--- src/rtl/ifetch.sv ---
`default_nettype none
// ============================================================================
// Module : ifetch
// Desc   : In-order instruction fetch with a DEPTH-entry buffer and redirect flush
// Rev    : 1.0  initial release
// ============================================================================
module ifetch #(
    parameter logic [63:0] RESET_PC = 64'h8000_0000,
    parameter int unsigned DEPTH    = 2
) (
    input  logic        clk,
    input  logic        rst_n,
    output logic        imem_req_vld,
    output logic [63:0] imem_req_addr,
    input  logic        imem_req_rdy,
    input  logic        imem_rsp_vld,
    input  logic [31:0] imem_rsp_data,
    input  logic        redirect_vld,
    input  logic [63:0] redirect_pc,
    input  logic        dec_rdy,
    output logic        ifetch_inst_vld,
    output logic [63:0] ifetch_inst,
    output logic [63:0] ifetch_inst_pc
);
    localparam int unsigned CW = $clog2(DEPTH + 1);
    localparam int unsigned PW = (DEPTH > 1) ? $clog2(DEPTH) : 1;

    localparam logic [0:0]    C_RUN   = 1'b0;
    localparam logic [0:0]    C_DRAIN = 1'b1;
    localparam logic [CW:0]   C_DEPTH = (CW + 1)'(DEPTH);
    localparam logic [PW-1:0] C_LAST  = PW'(DEPTH - 1);

    logic [0:0]    r_state;
    logic          r_req_en;
    logic [63:0]   r_fetch_pc;
    logic [CW-1:0] r_outstanding;
    logic [CW-1:0] r_kill_cnt;
    logic [CW-1:0] r_fifo_cnt;
    logic [PW-1:0] r_fifo_rd;
    logic [PW-1:0] r_fifo_wr;
    logic [PW-1:0] r_pq_rd;
    logic [PW-1:0] r_pq_wr;
    logic [31:0]   r_fifo_inst [DEPTH];
    logic [63:0]   r_fifo_pc   [DEPTH];
    logic [63:0]   r_pq_pc     [DEPTH];

    logic [0:0]    w_state_next;
    logic [CW-1:0] w_out_next;
    logic [CW-1:0] w_kill_next;
    logic [CW-1:0] w_fifo_cnt_next;
    logic [CW:0]   w_inflight;
    logic          w_req_fire;
    logic          w_rsp_take;
    logic          w_rsp_keep;
    logic          w_rsp_kill;
    logic          w_pop;
    logic          w_unused_ok;

    function automatic logic [PW-1:0] f_next(input logic [PW-1:0] p);
        return (p == C_LAST) ? '0 : p + PW'(1);
    endfunction

    // Credit uses registered occupancy only; a pop this cycle frees no slot until next cycle
    assign w_inflight   = {1'b0, r_outstanding} + {1'b0, r_fifo_cnt};
    assign imem_req_vld = r_req_en & (r_state == C_RUN) & (w_inflight < C_DEPTH) & ~redirect_vld;
    assign imem_req_addr = r_fetch_pc;

    assign w_req_fire = imem_req_vld & imem_req_rdy;
    assign w_rsp_take = imem_rsp_vld & (r_outstanding != '0);
    assign w_rsp_keep = w_rsp_take & (r_kill_cnt == '0);
    assign w_rsp_kill = w_rsp_take & (r_kill_cnt != '0);

    assign ifetch_inst_vld = (r_fifo_cnt != '0);
    assign ifetch_inst     = {32'h0, r_fifo_inst[r_fifo_rd]};
    assign ifetch_inst_pc  = r_fifo_pc[r_fifo_rd];
    assign w_pop           = ifetch_inst_vld & dec_rdy & ~redirect_vld;

    assign w_unused_ok = ^redirect_pc[1:0];

    always_comb begin
        w_state_next    = r_state;
        w_out_next      = r_outstanding + CW'(w_req_fire) - CW'(w_rsp_take);
        w_kill_next     = r_kill_cnt;
        w_fifo_cnt_next = r_fifo_cnt + CW'(w_rsp_keep) - CW'(w_pop);
        if (redirect_vld) begin
            // Everything still in flight after this cycle must be thrown away
            w_kill_next     = w_out_next;
            w_fifo_cnt_next = '0;
        end else if (w_rsp_kill) begin
            w_kill_next = r_kill_cnt - CW'(1);
        end
        case (r_state)
            C_RUN:   if (redirect_vld && (w_kill_next != '0)) w_state_next = C_DRAIN;
            C_DRAIN: if (w_kill_next == '0) w_state_next = C_RUN;
            default: w_state_next = C_RUN;
        endcase
    end

    always_ff @(posedge clk or negedge rst_n) begin
        if (!rst_n) begin
            r_state       <= C_RUN;
            r_req_en      <= 1'b0;
            r_fetch_pc    <= RESET_PC;
            r_outstanding <= '0;
            r_kill_cnt    <= '0;
            r_fifo_cnt    <= '0;
            r_fifo_rd     <= '0;
            r_fifo_wr     <= '0;
            r_pq_rd       <= '0;
            r_pq_wr       <= '0;
            for (int i = 0; i < DEPTH; i++) begin
                r_fifo_inst[i] <= '0;
                r_fifo_pc[i]   <= RESET_PC;
                r_pq_pc[i]     <= RESET_PC;
            end
        end else begin
            r_state       <= w_state_next;
            r_req_en      <= 1'b1;
            r_outstanding <= w_out_next;
            r_kill_cnt    <= w_kill_next;
            r_fifo_cnt    <= w_fifo_cnt_next;

            if (redirect_vld) begin
                r_fetch_pc <= {redirect_pc[63:2], 2'b00};
            end else if (w_req_fire) begin
                r_fetch_pc <= r_fetch_pc + 64'd4;
            end

            if (w_req_fire) begin
                r_pq_pc[r_pq_wr] <= r_fetch_pc;
                r_pq_wr          <= f_next(r_pq_wr);
            end
            if (w_rsp_take) begin
                r_pq_rd <= f_next(r_pq_rd);
            end

            if (redirect_vld) begin
                r_fifo_rd <= '0;
                r_fifo_wr <= '0;
            end else begin
                if (w_rsp_keep) begin
                    r_fifo_inst[r_fifo_wr] <= imem_rsp_data;
                    r_fifo_pc[r_fifo_wr]   <= r_pq_pc[r_pq_rd];
                    r_fifo_wr              <= f_next(r_fifo_wr);
                end
                if (w_pop) begin
                    r_fifo_rd <= f_next(r_fifo_rd);
                end
            end
        end
    end

endmodule
`default_nettype wire

--- config.mk ---
export PLATFORM = sky130hd
export DESIGN_NAME = ifetch
export DESIGN_NICKNAME = d
export VERILOG_FILES = /design/src/rtl/ifetch.sv
export SDC_FILE = /design/constraint.sdc
export NUM_CORES = 1
export LEC_CHECK = 0
export BUFFER_PORTS_ARGS = -buffer_cell sky130_fd_sc_hd__buf_2
export CAP_MARGIN = 0
export CORE_MARGIN = 3
export CORE_UTILIZATION = 45
export CTS_CLUSTER_SIZE = 12
export DETAILED_ROUTE_END_ITERATION = 7
export GPL_TIMING_DRIVEN = 0
export PLACE_DENSITY = 0.67
export SYNTH_ARGS = -nofsm -noshare
export SYNTH_HDL_FRONTEND = slang
export SYNTH_SLANG_ARGS = --single-unit
--- constraint.sdc ---
create_clock -name clk -period 9.4 [get_ports clk]
set_input_delay 1.41 -clock clk [delete_from_list [all_inputs] [get_ports clk]]
set_output_delay 1.41 -clock clk [all_outputs]
set_load 0.02 [all_outputs]
==> flow_summary.ini <==
[run_status]
status = finished clean

[detailed_routing]
wl_mm = 53.4
vias_per_cell = 5.67
first_pass_iters = 8
wl_per_cell_um = 21.8
vias = 13900
drt_iter0_drc = 1067
drc = 0
ant_nets = 0

[global_routing]
track_usage_pct = 24.7
grt_antenna_before_repair = 0
grt_max_degree = 128
grt_pass1_vias = 13800
grt_overflow = 0
grt_pass1_wl_mm = 80.4

[synthesis]
yosysUniqueCellTypes = 56
synth_area_per_cell_um2 = 11.4
synth_most_common_cell = dfrtp_1
synth_top_area_share_pct = 53.1
synth.ff_latch_count = 386
yosysTopAreaCell = dfrtp_1
synth_area_mm2 = 0.0179
synth_edf_count = 0
async_flop_share_pct = 100
synth_commonest_cells = dfrtp_1, mux2_2, nor2_1
synthCells = 1571
ys_warn_count = 0
ys.flop_type = dfrtp_1
synthTopCellsByArea = dfrtp_1, mux2_2, a21oi_1
ys_seq_area_share_pct = 53.9

[worst_setup_path]
cp_max_fo = 10
crit_path_start_kind = flip-flop
critPathArrivalTime_ns = 3.18
setup.worst_path.end_class = output port
slowest_delay_ns = 0.88
crit_top_cell = clkbuf_1
path_buf_inv = 4
crit_family = buffers and inverters
cp_cell_sequence = clkbuf_1 > buf_1 > clkbuf_1 > mux2_2 > buf_2
cp_slowest_cell = buf_1
setup.worst_path.class = reg2out
required_ns = 7.99

[final_layout]
nets = 2018
final_cells = 2455
antennaDiodeCount = 0
syn_to_final_growth_pct = 19.9
final_layout_size_suffix_gt1_share_pct = 34.3

[placed_design]
dp.cells = 2383
portBuffers = 256
gp_congestion = 0.918
dp_hpwl_mm = 38.2

[timing]
holdWs_ns = 0.484
max_slew_margin_pct = 15.8
hold_viol_final = 0
finalCritPeriodShare_pct = 48.8
final-setup-viol-count = 0
finClkSkew_ns = 0.0122
rsz0062_at_grt = no
fmax_mhz = 218
layout_min_cycle_time_ns = 4.59
slew_viol_final = 0
worst_slew_pin_slew_ns = 1.26

[pwr]
ir_drop_v = 0.000135
p_per_area_mw_per_mm2 = 320
p_int_uw = 4440
p_leak_uw = 0.00998
clockPowerShare_pct = 24.5
seq_power_share_pct = 39.2
p_sw_uw = 2440
p_sw_share_pct = 35.5
comb_power_share_pct = 36.2

[die]
dieWidth_um = 206
io-pin-count = 296
fp.dieH_um = 206
coreArea_mm2 = 0.0390
initial_utilization_pct = 46.0
dieArea_mm2 = 0.0423
row_count = 72

[job]
cap_violations = 0

[cts]
tritoncts = yes
cts_sinks = 386
post_cts_resized = 0
cts_buffer_depth = 3
hold_buffers = 0
clk_latency_ns = 0.56
clk_pin_slew_ns = 0.06
htree_levels = 2
cts_setup_buffers = 0
cts-root-buf = clkbuf_16
cts_buffers = 42

[hold_path]
hold_path.class = reg2reg
## flip-flops by register name, summed over array words and instances, names as in the netlist
| signal | cells |
|---|---|
| r_pq_pc | 124 |
| imem_req_addr | 62 |
| r_fifo_inst | 64 |
| r_outstanding | 2 |
| r_fifo_wr | 1 |
| r_fifo_rd | 1 |
| r_pq_rd | 1 |
| r_kill_cnt | 2 |
| r_pq_wr | 1 |
| r_fifo_pc | 124 |
| r_req_en | 1 |
| r_fifo_cnt | 2 |
| r_state | 1 |
## kinds of logic (layout without fill, tap and decap cells)
kind of cell / count (synthesis) / count (layout) / share of synthesized area, %
simple gates: 412 / 412 / 11.4
buf+inv: 154 / 485 / 4.07
mux: 343 / 343 / 21.1
flops: 386 / 386 / 53.9
compound gates: 252 / 252 / 8.27
other cells: 2 / 37 / 0.0419
xor+xnor: 15 / 15 / 0.732
fa+ha+maj: 7 / 7 / 0.530
## worst paths after layout
kind                       cells after the start        startpoint            endpoint  slack (ns)
setup / recovery                               5         r_fifo_rd  ifetch_inst_pc[32]        4.81
hold / removal                                 2       r_pq_pc[59]         r_pq_pc[59]        0.48
setup reg to reg                              16  r_outstanding[0]             r_state        5.21
hold reg to reg                                2       r_pq_pc[59]         r_pq_pc[59]        0.48
max in group asynchronous                      2             rst_n     r_fifo_inst[33]        7.55
min in group asynchronous                      1             rst_n       r_fifo_pc[19]        0.82
## per-stage QoR
| stage | TNS, ns | utilization (%) | worst slack (ns) | power, uW | cell area [um^2] |
|---|---|---|---|---|---|
| floorplan | 0 | - | 5.52 | 4390 | 18100 |
| global placement | -153.57 | 51.3 | -0.442 | 5120 | 20000 |
| detailed placement | 0 | 51.5 | 4.45 | 5220 | 20100 |
| CTS | 0 | 55.1 | 4.73 | 6940 | 21500 |
| global route | 0 | 55.1 | 4.66 | 7270 | 21500 |
| finish | 0 | 55.1 | 4.81 | 6890 | 21500 |
## power groups by stage
| stage | clock network (uW) | registers [uW] | logic (uW) |
|---|---|---|---|
| 2_1_floorplan | 0 | 2640 | 1750 |
| 3_3_place_gp | 0 | 2680 | 2440 |
| 3_5_place_dp | 0 | 2720 | 2500 |
| 4_1_cts | 1720 | 2700 | 2520 |
| 5_1_grt | 1790 | 2780 | 2700 |
| 6_report | 1690 | 2700 | 2490 |
## tightest hold or removal path: stages, from the launching register on
cell,delay [ns]
dfrtp_1,0.34
nand2_1,0.04
o21ai_0,0.06
## cell type report
cell class,count,area (um^2)
Clock buffer,64,1300
Clock inverter,8,118
Tap cell,518,648
Fill cell,3399,17500
Multi-Input combinational cell,1066,7670
Buffer,141,682
Sequential cell,386,9670
Inverter,13,48.8
Timing Repair Buffer,259,1370
## cell usage in the layout, fill, tap and decap left out, drive strengths merged, types with 12 or more instances in the layout
master / synthesis / final
mux2: 276 / 276
inv: 13 / 13
nor3b: 13 / 13
nor4: 12 / 12
conb: 2 / 37
mux2i: 67 / 67
nand2: 71 / 71
a21oi: 142 / 142
or4: 15 / 15
dfrtp: 381 / 381
nor2: 154 / 154
o211ai: 21 / 21
nor3: 15 / 15
buf: 77 / 336
nand3: 54 / 54
clkbuf: 64 / 128
o21ai: 40 / 40
nand4: 28 / 28
## metal layers
metal	wire, um	up-vias	GRT usage [%]
li1	-	6231	-
met1	22500	7017	34.1
met2	25100	568	39.4
met3	4290	98	4.86
met4	1590	0	8.32
met5	0	-	0
(Power assumes the default switching activity.)
